===== config.mk =====
export PLATFORM = sky130hd
export DESIGN_NAME = rf_writeback_queue
export DESIGN_NICKNAME = d
export VERILOG_FILES = /design/src/rtl/rf_writeback_queue.sv
export SDC_FILE = /design/constraint.sdc
export NUM_CORES = 1
export LEC_CHECK = 0
export BUFFER_PORTS_ARGS = -buffer_cell sky130_fd_sc_hd__buf_2
export CAP_MARGIN = 10
export CORE_MARGIN = 4
export CORE_UTILIZATION = 53
export DETAILED_ROUTE_END_ITERATION = 6
export GPL_TIMING_DRIVEN = 0
export PLACE_DENSITY_LB_ADDON = 0.3
export SLEW_MARGIN = 20
export SYNTH_ARGS = -nofsm -noshare
export SYNTH_HDL_FRONTEND = slang
export SYNTH_SLANG_ARGS = --single-unit

===== constraint.sdc =====
create_clock -name clk -period 3 [get_ports clk]
set_clock_uncertainty 0.15 [all_clocks]
set_input_delay 0.3 -clock clk [delete_from_list [all_inputs] [get_ports clk]]
set_output_delay 0.3 -clock clk [all_outputs]
set_load 0.02 [all_outputs]

===== src/rtl/rf_writeback_queue.sv =====
// In-order writeback queue feeding the register-file write port.
// Merges memory-stage and ALU-stage requests (memory first when both arrive),
// drains at most one entry per cycle into a registered write port, and reports
// pending writes to two query registers so decode can stall on RAW hazards.
module rf_writeback_queue #(
  parameter int DEPTH = 4,
  parameter int DW    = 16,
  parameter int AW    = 3
) (
  input  logic                         clk,
  input  logic                         rst,
  input  logic                         m_valid,
  input  logic [AW-1:0]                m_reg,
  input  logic [DW-1:0]                m_data,
  output logic                         m_ready,
  input  logic                         a_valid,
  input  logic [AW-1:0]                a_reg,
  input  logic [DW-1:0]                a_data,
  output logic                         a_ready,
  input  logic                         stall,
  output logic                         write,
  output logic [AW-1:0]                writeregsel,
  output logic [DW-1:0]                writedata,
  input  logic [AW-1:0]                chk1regsel,
  input  logic [AW-1:0]                chk2regsel,
  output logic                         chk1pend,
  output logic                         chk2pend,
  output logic [$clog2(DEPTH+1)-1:0]   count,
  output logic                         err
);
  localparam int PW = $clog2(DEPTH);
  localparam int CW = $clog2(DEPTH+1);
  localparam logic [CW-1:0] FULL = CW'(DEPTH);

  logic [AW-1:0] q_reg  [DEPTH];
  logic [DW-1:0] q_data [DEPTH];
  logic [PW-1:0] rd_ptr, wr_ptr, wr_ptr_a;
  logic          m_acc, a_acc, pop;

  // Previous-cycle snapshot of each stalled request for the stability check.
  logic          m_wait, a_wait;
  logic [AW-1:0] m_reg_q, a_reg_q;
  logic [DW-1:0] m_data_q, a_data_q;
  logic          m_viol, a_viol;

  // Distance of slot i from the head, modulo DEPTH.
  function automatic logic [PW-1:0] slot_off(input int i, input logic [PW-1:0] rp);
    logic [PW-1:0] s;
    s = PW'(i);
    return s - rp;
  endfunction

  // Space is judged on the pre-edge count only, so ready never depends on stall.
  assign m_ready  = (count < FULL);
  assign a_ready  = m_valid ? (count < FULL - CW'(1)) : (count < FULL);
  assign m_acc    = m_valid & m_ready;
  assign a_acc    = a_valid & a_ready;
  assign pop      = (count != '0) & ~stall;
  assign wr_ptr_a = wr_ptr + PW'(m_acc);

  assign m_viol = m_wait & (~m_valid | (m_reg != m_reg_q) | (m_data != m_data_q));
  assign a_viol = a_wait & (~a_valid | (a_reg != a_reg_q) | (a_data != a_data_q));

  // Queue storage: memory entry lands first, ALU entry right behind it.
  always_ff @(posedge clk) begin
    if (m_acc) begin
      q_reg[wr_ptr]  <= m_reg;
      q_data[wr_ptr] <= m_data;
    end
    if (a_acc) begin
      q_reg[wr_ptr_a]  <= a_reg;
      q_data[wr_ptr_a] <= a_data;
    end
  end

  // Pointers, occupancy, registered write port and sticky protocol error.
  always_ff @(posedge clk or negedge rst) begin
    if (!rst) begin
      rd_ptr      <= '0;
      wr_ptr      <= '0;
      count       <= '0;
      write       <= 1'b0;
      writeregsel <= '0;
      writedata   <= '0;
      err         <= 1'b0;
      m_wait      <= 1'b0;
      a_wait      <= 1'b0;
      m_reg_q     <= '0;
      a_reg_q     <= '0;
      m_data_q    <= '0;
      a_data_q    <= '0;
    end else begin
      wr_ptr <= wr_ptr + PW'(m_acc) + PW'(a_acc);
      count  <= count + CW'(m_acc) + CW'(a_acc) - CW'(pop);
      write  <= pop;
      if (pop) begin
        writeregsel <= q_reg[rd_ptr];
        writedata   <= q_data[rd_ptr];
        rd_ptr      <= rd_ptr + PW'(1);
      end
      if (m_viol | a_viol) err <= 1'b1;
      m_wait   <= m_valid & ~m_ready;
      a_wait   <= a_valid & ~a_ready;
      m_reg_q  <= m_reg;
      a_reg_q  <= a_reg;
      m_data_q <= m_data;
      a_data_q <= a_data;
    end
  end

  // Hazard flags: any live queue slot or the in-flight write targeting the register.
  always_comb begin
    chk1pend = write & (writeregsel == chk1regsel);
    chk2pend = write & (writeregsel == chk2regsel);
    for (int i = 0; i < DEPTH; i++) begin
      if ({1'b0, slot_off(i, rd_ptr)} < count) begin
        if (q_reg[i] == chk1regsel) chk1pend = 1'b1;
        if (q_reg[i] == chk2regsel) chk2pend = 1'b1;
      end
    end
  end

endmodule


-- Word-level counts from Yosys, hierarchy flattened
Memories as Yosys holds them, arrays and structs flattened. A register that Yosys moved wholly into a read port is not among the register bits.
Cells that the tools add are included.
- bitwise operators: 19
- eq/ne operators: 14
- muxes and demuxes: 21
- $add $sub $neg: 10
- order comparisons: 6
- reduce and logical (&&, ||, !) cells: 3
- operators by type and width (kind ; number):
    16-bit != test ; 2
    3-bit == test ; 10
    1-bit 2-to-1 mux ; 21
    2-bit by 3-bit less-than comparator with 1-bit output ; 4
    1-bit AND ; 9
    3-bit by 1-bit adder with 3-bit output ; 2
    3-bit != test ; 2
    1-bit NOT ; 5
    1-bit OR ; 5
    2-bit by 1-bit adder with 2-bit output ; 2
    1-bit by 2-bit subtractor with 2-bit output, first input constant ; 2
    2-bit subtractor, first input constant ; 2
    3-bit by 2-bit less-than comparator with 1-bit output, second input constant ; 1
    3-bit less-than comparator, second input constant ; 1
    3-bit nonzero test ; 1
    3-bit by 1-bit subtractor with 3-bit output ; 1
    2-bit by 1-bit adder with 2-bit output, second input constant ; 1
    1-bit logical NOT ; 2
- memories kept: 2
- bits in registers: 49
- memory bits (writable): 76
- memories (memory ; words ; width ; rd ports ; clocked after Yosys merged registers in ; wr ports ; line ; source):
    q_data ; 4 ; 16 ; 1 ; 1 ; 2 ; 36 ; logic [DW-1:0] q_data [DEPTH];
    q_reg ; 4 ; 3 ; 5 ; 1 ; 2 ; 35 ; logic [AW-1:0] q_reg [DEPTH];

-- Depth between registers and ports, before layout
Gate-level depths: netlist (run 1).
- depth after elaboration: 10
- gate-level depth with buffers: 9
- mapped depth without buffers: 7

-- Worst setup path after synthesis (run 1)
No wires, ideal clock.
- path kind: register to register
- from: reg count[2]
- to: mem q_data[2][0], enable pin
- stages on the path, launching flop included: 9
- data required time: 2.429 ns
- buffers on the path: 1
- setup slack: -0.173 ns
- arrival time: 2.602 ns
- cells stage by stage: dfrtp_1 inv_1 ha_1 a31oi_4 and2_4 and2b_2 nand2_2 buf_6 o21ai_0
- RTL lines (element ; line ; source):
    start: declaration ; 28 ; output logic [$clog2(DEPTH+1)-1:0] count,
    start signal: assignment ; 94 ; count <= count + CW'(m_acc) + CW'(a_acc) - CW'(pop);
    end: declaration ; 36 ;

-- Worst setup path in the final report (run 1)
- from: reg rd_ptr[0]
- to: out chk1pend
- cells in the longest elaborated chain, start to end: 9
- elaborated cells on any way between the ends: 15
- RTL lines (element ; line ; source):
    start: declaration ; 37 ; logic [PW-1:0] rd_ptr, wr_ptr, wr_ptr_a;
    start signal: assignment ; 99 ; rd_ptr <= rd_ptr + PW'(1);
    1-bit by 2-bit subtractor with 2-bit output ; 50 ; return s - rp;
    2-bit by 3-bit less-than comparator with 1-bit output ; 116 ; if ({1'b0, slot_off(i, rd_ptr)} < count) begin
    1-bit 2-to-1 mux ; 116 ;
    1-bit 2-to-1 mux ; 117 ; if (q_reg[i] == chk1regsel) chk1pend = 1'b1;
    1-bit 2-to-1 mux ; 116 ;
    1-bit 2-to-1 mux ; 117 ;
    1-bit 2-to-1 mux ; 116 ;
    1-bit 2-to-1 mux ; 117 ;
    1-bit 2-to-1 mux (*) ; 116 ;
    end: declaration ; 26 ; output logic chk1pend,
Every way passes the cells marked *; elsewhere a longest branch is shown, timed or not.

==> results of run 1 <==
## metrics by stage
step	hold WS [ns]	cell area [µm²]	total power (W)	cells	TNS, ns
after detailed placement	0.0393	7580	0.00591	675	-4.52
after CTS	0.0499	8520	0.00787	747	0
after global routing	0.0679	8560	0.00830	747	0
after floorplan	-0.146	6930	0.00499	431	0
final	0.0571	8560	0.00791	748	0
after global placement	0.328	7500	0.00575	673	-29.65
## worst max-delay path, delay by kind of cell (launching register included)
| kind | cells | cell delay, ns |
|---|---|---|
| flops | 1 | 0.37 |
| compound gates | 1 | 0.08 |
| xor+xnor | 1 | 0.14 |
| fa+ha+maj | 1 | 0.28 |
| buf+inv | 4 | 0.52 |
| simple gates | 3 | 0.59 |
## Yosys cell counts (8+ instances only)
cell / number / area share, %
mux2_2: 38 / 6.2
mux2_4: 38 / 8.2
mux4_2: 19 / 6.2
ha_1: 8 / 1.4
xor2_1: 39 / 4.9
nand4_1: 10 / 0.90
dfrtp_1: 68 / 25
xnor2_1: 36 / 4.6
mux2_1: 19 / 3.1
buf_2: 9 / 0.65
edfxtp_1: 76 / 33
clkbuf_1: 8 / 0.43
## cells by family (layout without fill, tap and decap cells)
family / after synthesis / after routing / synth area share, %
buf+inv: 29 / 173 / 2.17
compound gates: 14 / 14 / 1.53
xor+xnor: 75 / 75 / 9.48
simple gates: 45 / 45 / 3.63
flops: 144 / 144 / 57.5
fa+ha+maj: 10 / 10 / 2.02
mux: 114 / 114 / 23.7
other cells: 0 / 1 / 0
## layout make-up
type | count | share of cell area (%)
timing repair buffer | 112 | 9.47
multi-input combinational | 258 | 33.3
buffer | 22 | 1.78
inverter | 7 | 0.307
antenna | 1 | 0.0292
clock buffer | 30 | 6.00
sequential | 144 | 46.5
clock inverter | 2 | 0.117
tap | 172 | 2.51
## final timing paths
kind | cells past startpoint | to | from | slack (ns)
min in group asynchronous | 2 | writeregsel[2] | rst | 0.14
setup / recovery | 10 | chk1pend | rd_ptr[0] | 0.15
max in group asynchronous | 3 | m_data_q[6] | rst | 2.00
setup reg to reg | 6 | q_data[1][10] | count[2] | 0.19
hold reg to reg | 2 | err | m_wait | 0.34
hold / removal | 2 | m_wait | m_valid | 0.06
## timing repair
action                                 in CTS  in global routing
pin swaps                                   1                  3
endpoints found under the hold margin     107                  0
resized for setup                           6                 12
setup endpoints to repair                  40                  2
hold buffers                               40                  0
## power groups by stage
stage | combinational [W] | sequential, W | clock (W)
3_3_place_gp | 0.00272 | 0.00303 | 0
4_1_cts | 0.00295 | 0.00301 | 0.00191
2_1_floorplan | 0.00181 | 0.00318 | 0
5_1_grt | 0.00323 | 0.00307 | 0.00200
3_5_place_dp | 0.00286 | 0.00305 | 0
6_report | 0.00300 | 0.00302 | 0.00189
## per-layer routing
metal	vias to the layer above	wire, µm	track usage (%)
met3	36	817	4.56
met5	-	0	0
met2	117	8090	37.8
li1	1861	-	-
met4	0	405	9.38
met1	2060	6310	27.4
==> metrics.txt, run 1 <==
# TYPE chip_impl_metric gauge
chip_impl_metric{name="synth_cells",unit=""} 431
chip_impl_metric{name="timing.fmax",unit="MHz"} 351
chip_impl_metric{name="grt.total_usage",unit="%"} 22.1
chip_impl_metric{name="wl_per_cell",unit="µm"} 20.9
chip_impl_metric{name="synth_cell_type_count",unit=""} 34
chip_impl_metric{name="sequentialPowerShare",unit="%"} 38.2
chip_impl_info{name="setup.worst_path.end_class",value="output pin"} 1
chip_impl_info{name="critPathSlowestCell",value="dfrtp_1"} 1
chip_impl_metric{name="cellPowerDensity",unit="mW/mm²"} 923
chip_impl_metric{name="initial_core_util",unit="%"} 54.5
chip_impl_metric{name="layout.filler_cells",unit=""} 953
chip_impl_metric{name="cts.sink_count",unit=""} 144
chip_impl_metric{name="die_area",unit="mm²"} 0.0150
chip_impl_metric{name="postRouteWirelength",unit="mm"} 15.6
chip_impl_metric{name="cap_viol_max_count",unit=""} 0
chip_impl_metric{name="multi_input_combinational_cell_area",unit="mm²"} 0.00285
chip_impl_metric{name="worst_slew_margin_rel",unit="%"} 42.8
chip_impl_metric{name="largest_register_ffs",unit=""} 64
chip_impl_metric{name="ant_nets",unit=""} 0
chip_impl_metric{name="postSynthNetCount",unit=""} 490
chip_impl_metric{name="post_cts_setup_buffers",unit=""} 0
chip_impl_metric{name="detailed_place_hpwl",unit="mm"} 10.3
chip_impl_metric{name="ff_latch_area",unit="mm²"} 0.00399
chip_impl_info{name="cts_tree",value="done"} 1
chip_impl_metric{name="viasPerCell",unit=""} 5.45
chip_impl_metric{name="grt_max_degree",unit=""} 56
chip_impl_metric{name="grt_first_pass_wirelength",unit="mm"} 24.0
chip_impl_metric{name="worst-path-max-fanout",unit=""} 10
chip_impl_info{name="hold_class",value="input pin to flip-flop"} 1
chip_impl_metric{name="initial_antenna_violation_count",unit=""} 0
chip_impl_metric{name="critical-path-max-stage-delay",unit="ns"} 0.37
chip_impl_metric{name="switching_part_of_the_total",unit="%"} 33.3
chip_impl_metric{name="io_pins",unit=""} 77
chip_impl_metric{name="htreeDepth",unit=""} 4
chip_impl_metric{name="cts-buffers-inserted",unit=""} 17
chip_impl_metric{name="cp.arrival",unit="ns"} 2.40
chip_impl_metric{name="gp_routability_congestion",unit=""} 0.935
chip_impl_metric{name="comb_power_share",unit="%"} 37.9
chip_impl_metric{name="design.core.area",unit="mm²"} 0.0127
chip_impl_metric{name="layout.nets",unit=""} 621
chip_impl_metric{name="ir_worst_vdd",unit="mV"} 0.392
chip_impl_info{name="regMostFlops",value="q_data"} 1
chip_impl_metric{name="synth-warning-count",unit=""} 0
chip_impl_metric{name="initialDrtViolationCount",unit=""} 241
chip_impl_metric{name="grt_overflow",unit=""} 0
chip_impl_metric{name="layout-drive-gt1-share",unit="%"} 37.9
chip_impl_info{name="ys_dominant_reg_cell",value="edfxtp_1"} 1
chip_impl_metric{name="synth_seq_cells",unit=""} 144
chip_impl_metric{name="p_leak",unit="nW"} 3.47
chip_impl_metric{name="vias",unit=""} 4074
chip_impl_metric{name="period_share",unit="%"} 95.0
chip_impl_info{name="timing_worst_setup_path_type",value="flip-flop to output pin"} 1
chip_impl_metric{name="fin_hold_viols",unit=""} 0
chip_impl_metric{name="max_slew.worst_pin.slew",unit="ns"} 0.854
chip_impl_metric{name="cp_data_required_time",unit="ns"} 2.55
chip_impl_info{name="outcome",value="completed"} 1
chip_impl_info{name="mostFrequentLayoutCells",value="76 x edfxtp_1, 75 x buf_2, 67 x dfrtp_1"} 1
chip_impl_metric{name="number_of_global_route_vias_before_repair",unit=""} 4326
chip_impl_metric{name="residual_drc_count",unit=""} 0
chip_impl_metric{name="ctsLongestPathBuffers",unit=""} 2
chip_impl_metric{name="fp.dieH",unit="µm"} 122
chip_impl_metric{name="worst_slack",unit="ns"} 0.151
chip_impl_metric{name="clk_transition_reported_paths",unit="ns"} 0.05
chip_impl_metric{name="drt_pass1_iterations",unit=""} 5
chip_impl_metric{name="number_of_i_o_port_buffers",unit=""} 70
chip_impl_metric{name="row_count",unit=""} 41
chip_impl_info{name="critPathLaunchType",value="flip-flop"} 1
chip_impl_metric{name="die_x",unit="µm"} 122
chip_impl_metric{name="synth_sequential_area_ratio",unit="%"} 57.5
chip_impl_metric{name="setup_viol_count_final",unit=""} 0
chip_impl_metric{name="final-max-slew-violation-count",unit=""} 0
chip_impl_metric{name="period_minus_slack",unit="ns"} 2.85
chip_impl_metric{name="clk_latency",unit="ns"} 0.42
chip_impl_metric{name="synth_async_sr_flop_share",unit="%"} 47.2
chip_impl_info{name="commonest_non_fill_non_tap_cell_in_the_layout",value="edfxtp_1"} 1
chip_impl_metric{name="final_core_util",unit="%"} 67.3
chip_impl_metric{name="intPower",unit="W"} 0.00528
chip_impl_info{name="clock_tree.root_cell",value="clkbuf_16"} 1
chip_impl_info{name="unrepaired_setup_endpoints_after_global_routing",value="false"} 1
chip_impl_metric{name="clkPwrFrac",unit="%"} 23.9
chip_impl_metric{name="synth_enable_flop_cells",unit=""} 76
chip_impl_metric{name="dp_worst_setup_slack",unit="ns"} -0.148
chip_impl_metric{name="syn-mean-instance-area",unit="µm²"} 16.1
chip_impl_info{name="worstPathCellList",value="buf_6 > buf_12 > xor2_2 > inv_1 > ha_1 > a21oi_1 > nor2_2 > nor4_2 > or3_1 > buf_2"} 1
chip_impl_metric{name="post_synthesis_instance_area",unit="mm²"} 0.00693
chip_impl_metric{name="area.growth.synth_to_final",unit="%"} 23.6
chip_impl_metric{name="switchingPower",unit="W"} 0.00263
Note: power is estimated with default switching activity, not from simulation.
==> inputs of run 2 (changes only) <==
--- a/config.mk
+++ b/config.mk
@@ -5,14 +5,17 @@
 export SDC_FILE = /design/constraint.sdc
 export NUM_CORES = 1
 export LEC_CHECK = 0
+export ABC_AREA = 1
 export BUFFER_PORTS_ARGS = -buffer_cell sky130_fd_sc_hd__buf_2
 export CAP_MARGIN = 10
+export CELL_PAD_IN_SITES_DETAIL_PLACEMENT = 1
+export CELL_PAD_IN_SITES_GLOBAL_PLACEMENT = 2
 export CORE_MARGIN = 4
-export CORE_UTILIZATION = 53
+export CORE_UTILIZATION = 33
 export DETAILED_ROUTE_END_ITERATION = 6
 export GPL_TIMING_DRIVEN = 0
 export PLACE_DENSITY_LB_ADDON = 0.3
-export SLEW_MARGIN = 20
+export SLEW_MARGIN = 15
 export SYNTH_ARGS = -nofsm -noshare
 export SYNTH_HDL_FRONTEND = slang
 export SYNTH_SLANG_ARGS = --single-unit
==> metrics.txt, run 2 <==
# TYPE chip_impl_metric gauge
chip_impl_metric{name="compound_gate_fraction_of_synth_area",unit="%"} 7.90
chip_impl_metric{name="timing.fmax",unit="MHz"} 371
chip_impl_metric{name="clk_latency",unit="ns"} 0.42
chip_impl_metric{name="initialDrtViolationCount",unit=""} 342
chip_impl_metric{name="fin_hold_viols",unit=""} 0
chip_impl_metric{name="worstPathBufferInverterCount",unit=""} 3
chip_impl_metric{name="worst-path-max-fanout",unit=""} 5
chip_impl_metric{name="final-max-slew-violation-count",unit=""} 0
chip_impl_metric{name="residual_drc_count",unit=""} 0
chip_impl_info{name="timing.critical_path.max_delay_family",value="simple AND/OR/NAND/NOR gates"} 1
chip_impl_metric{name="hold_ws",unit="ns"} 0.115
chip_impl_metric{name="synth_async_sr_flop_share",unit="%"} 47.2
chip_impl_metric{name="cellPowerDensity",unit="mW/mm²"} 940
chip_impl_metric{name="postRouteWirelength",unit="mm"} 21.6
chip_impl_metric{name="layout-drive-gt1-share",unit="%"} 17.6
chip_impl_metric{name="adder_and_majority_gate_portion_of_the_synthesized_area",unit="%"} 1.97
chip_impl_metric{name="global_route_met3_utilization",unit="%"} 3.37
chip_impl_metric{name="ant_nets",unit=""} 0
chip_impl_info{name="commonest_non_fill_non_tap_cell_in_the_layout",value="nand2_1"} 1
chip_impl_metric{name="die_x",unit="µm"} 155
chip_impl_info{name="mostFrequentLayoutCells",value="250 x nand2_1, 85 x inv_1, 76 x buf_2, 76 x edfxtp_1, 68 x dfrtp_1"} 1
chip_impl_metric{name="synth-warning-count",unit=""} 0
chip_impl_metric{name="post_synthesis_instance_area",unit="mm²"} 0.00713
chip_impl_metric{name="grt_max_degree",unit=""} 41
chip_impl_info{name="synth.cells.most_frequent",value="250 x nand2_1, 85 x inv_1, 76 x edfxtp_1"} 1
chip_impl_metric{name="viasPerCell",unit=""} 4.76
chip_impl_metric{name="cts-buffers-inserted",unit=""} 17
chip_impl_metric{name="cp.arrival",unit="ns"} 2.25
chip_impl_metric{name="detailed_place_hpwl",unit="mm"} 15.7
chip_impl_metric{name="wl_per_cell",unit="µm"} 18.2
chip_impl_metric{name="synth_cells",unit=""} 766
chip_impl_metric{name="clk_transition_reported_paths",unit="ns"} 0.06
chip_impl_info{name="timing_worst_setup_path_type",value="flip-flop to output pin"} 1
chip_impl_metric{name="number_of_placed_cells_counting_well_taps",unit=""} 1115
chip_impl_metric{name="period_share",unit="%"} 89.9
chip_impl_metric{name="grt.total_usage",unit="%"} 18.9
chip_impl_metric{name="design.core.area",unit="mm²"} 0.0212
chip_impl_info{name="netlist_top_cells_area",value="edfxtp_1 32%, dfrtp_1 24%, nand2_1 13%"} 1
chip_impl_info{name="regMostFlops",value="q_data"} 1
chip_impl_metric{name="largest_register_ffs",unit=""} 64
chip_impl_info{name="top_usage_layer",value="met2"} 1
chip_impl_metric{name="syn-mean-instance-area",unit="µm²"} 9.31
chip_impl_metric{name="layout.nets",unit=""} 960
chip_impl_metric{name="post-synth-top-area-fraction",unit="%"} 32.0
chip_impl_metric{name="ctsLongestPathBuffers",unit=""} 2
chip_impl_metric{name="antennaDiodeCount",unit=""} 0
chip_impl_metric{name="cts.sink_count",unit=""} 144
chip_impl_info{name="unrepaired_setup_endpoints_after_global_routing",value="false"} 1
chip_impl_metric{name="max_slew.worst_pin.slew",unit="ns"} 0.797
chip_impl_metric{name="synth_cell_type_count",unit=""} 34
chip_impl_metric{name="worst_slack",unit="ns"} 0.304
chip_impl_metric{name="synth_seq_cells",unit=""} 144
chip_impl_info{name="worstPathCellList",value="nor2_4 > inv_1 > nand2_1 > inv_1 > ha_1 > a21oi_1 > nor2_1 > nor2_1 > nor2_1 > nand4_1 > buf_2"} 1
chip_impl_metric{name="initial_core_util",unit="%"} 33.7
chip_impl_info{name="synth.most_common_cell",value="nand2_1"} 1
chip_impl_metric{name="synth_sequential_area_ratio",unit="%"} 55.9
chip_impl_info{name="outcome",value="completed"} 1
chip_impl_metric{name="p_leak",unit="nW"} 4.09
chip_impl_metric{name="grt_first_pass_wirelength",unit="mm"} 34.2
chip_impl_metric{name="postSynthNetCount",unit=""} 825
chip_impl_metric{name="area.growth.synth_to_final",unit="%"} 26.6
chip_impl_metric{name="synth_enable_flop_cells",unit=""} 76
chip_impl_metric{name="gr-usage-met2",unit="%"} 32.3
chip_impl_metric{name="worst_slew_margin_rel",unit="%"} 46.6
chip_impl_info{name="ys_dominant_reg_cell",value="edfxtp_1"} 1
chip_impl_metric{name="dp_worst_setup_slack",unit="ns"} 0.276
chip_impl_metric{name="gp_routability_congestion",unit=""} 0.755
chip_impl_metric{name="row_count",unit=""} 53
chip_impl_metric{name="globalRouteMet1Util",unit="%"} 24.6
chip_impl_metric{name="number_of_global_route_vias_before_repair",unit=""} 5994
chip_impl_metric{name="die_area",unit="mm²"} 0.0240
chip_impl_info{name="post-synth-top-area-cell",value="edfxtp_1"} 1
chip_impl_info{name="critPathLaunchType",value="flip-flop"} 1
chip_impl_info{name="critPathSlowestCell",value="dfrtp_1"} 1
chip_impl_metric{name="yosys.area_share.xor_xnor",unit="%"} 4.05
chip_impl_metric{name="ir_worst_vdd",unit="mV"} 0.439
chip_impl_metric{name="initial_antenna_violation_count",unit=""} 1
chip_impl_metric{name="htreeDepth",unit=""} 4
chip_impl_metric{name="cp_data_required_time",unit="ns"} 2.55
chip_impl_metric{name="grt_overflow",unit=""} 0
chip_impl_metric{name="drt_pass1_iterations",unit=""} 4
chip_impl_metric{name="fp.dieH",unit="µm"} 155
chip_impl_info{name="cts_tree",value="done"} 1
chip_impl_metric{name="yosys-mux-area-fraction",unit="%"} 2.68
chip_impl_info{name="path_common_cell",value="nor2_1"} 1
chip_impl_info{name="setup.worst_path.end_class",value="output pin"} 1
chip_impl_metric{name="period_minus_slack",unit="ns"} 2.70
chip_impl_info{name="clock_tree.root_cell",value="clkbuf_16"} 1
chip_impl_metric{name="number_of_i_o_port_buffers",unit=""} 70
chip_impl_metric{name="critical-path-max-stage-delay",unit="ns"} 0.48
chip_impl_metric{name="cap_viol_max_count",unit=""} 0
chip_impl_metric{name="setup_viol_count_final",unit=""} 0
chip_impl_info{name="synth_top_family_by_area",value="simple AND/OR/NAND/NOR gates"} 1
chip_impl_metric{name="post_layout_nonfiller_instances",unit=""} 1188
chip_impl_info{name="hold_class",value="input pin to flip-flop"} 1
chip_impl_metric{name="io_pins",unit=""} 77
chip_impl_metric{name="vias",unit=""} 5652
chip_impl_metric{name="synth_simple_gate_area_share",unit="%"} 19.8
-- run 2: cell families after synthesis --
group | count (synthesis)
buf+inv | 118
fa+ha+maj | 10
mux | 17
simple gates | 340
compound gates | 104
xor+xnor | 33
flops | 144
-- run 2: through the flow --
step | utilization [%] | cell area (µm²) | setup TNS, ns | power, W
after global routing | 42.7 | 9030 | 0 | 0.00904
final | 42.7 | 9030 | 0 | 0.00849
after CTS | 42.6 | 9010 | 0 | 0.00859
after floorplan | - | 7130 | 0 | 0.00497
after global placement | 37.0 | 7830 | -91.72 | 0.00602
after detailed placement | 37.7 | 7980 | 0 | 0.00622
-- run 2: final cells by class --
cell class	instances	area [µm²]
buffer	30	214
clock buffer	20	447
clock inverter	11	188
fill	2448	12100
inverter	88	335
multi-input combinational	504	2650
sequential	144	3980
tap	275	344
timing repair buffer	116	866
-- run 2: worst register-to-register path, stage by stage (launching register included) --
cell	delay, ns
dfrtp_1	0.51
nor2_1	0.13
a21oi_4	0.30
buf_4	0.26
ha_1	0.15
inv_1	0.05
fa_1	0.39
fa_1	0.40
xor2_1	0.17
-- run 2: final timing paths --
path	startpoint	endpoint	slack [ns]	cells past startpoint
max in group asynchronous	rst	err	1.91	3
max	rd_ptr[1]	chk2pend	0.30	11
min in group asynchronous	rst	writedata[14]	0.21	2
min reg2reg	m_wait	err	0.31	2
min	m_valid	m_wait	0.11	3
max reg2reg	count[0]	count[2]	0.39	8
-- run 2: where the power goes --
| part | internal, W | switching, W | total (W) | leakage (nW) |
|---|---|---|---|---|
| combinational | 0.00114 | 0.00206 | 0.00319 | 2.29 |
| sequential | 0.00274 | 0.000259 | 0.00300 | 1.50 |
| clock | 0.00149 | 0.000812 | 0.00230 | 0.305 |
| total | 0.00536 | 0.00313 | 0.00849 | 4.09 |
-- run 2: per-layer routing --
metal	vias up	wire length (µm)
li1	2756	-
met1	2759	9630
met2	123	10800
met3	14	953
met4	0	255
met5	-	0
-- run 2: timing repair --
| action | CTS | global route |
|---|---|---|
| endpoints found under the hold margin | 67 | 0 |
| hold buffers | 40 | 0 |
| pin swaps | 0 | 1 |
| resized for setup | 1 | 0 |
| cloned | 0 | 0 |
| endpoints found under the setup margin | 2 | 2 |
| setup buffers | 0 | 2 |
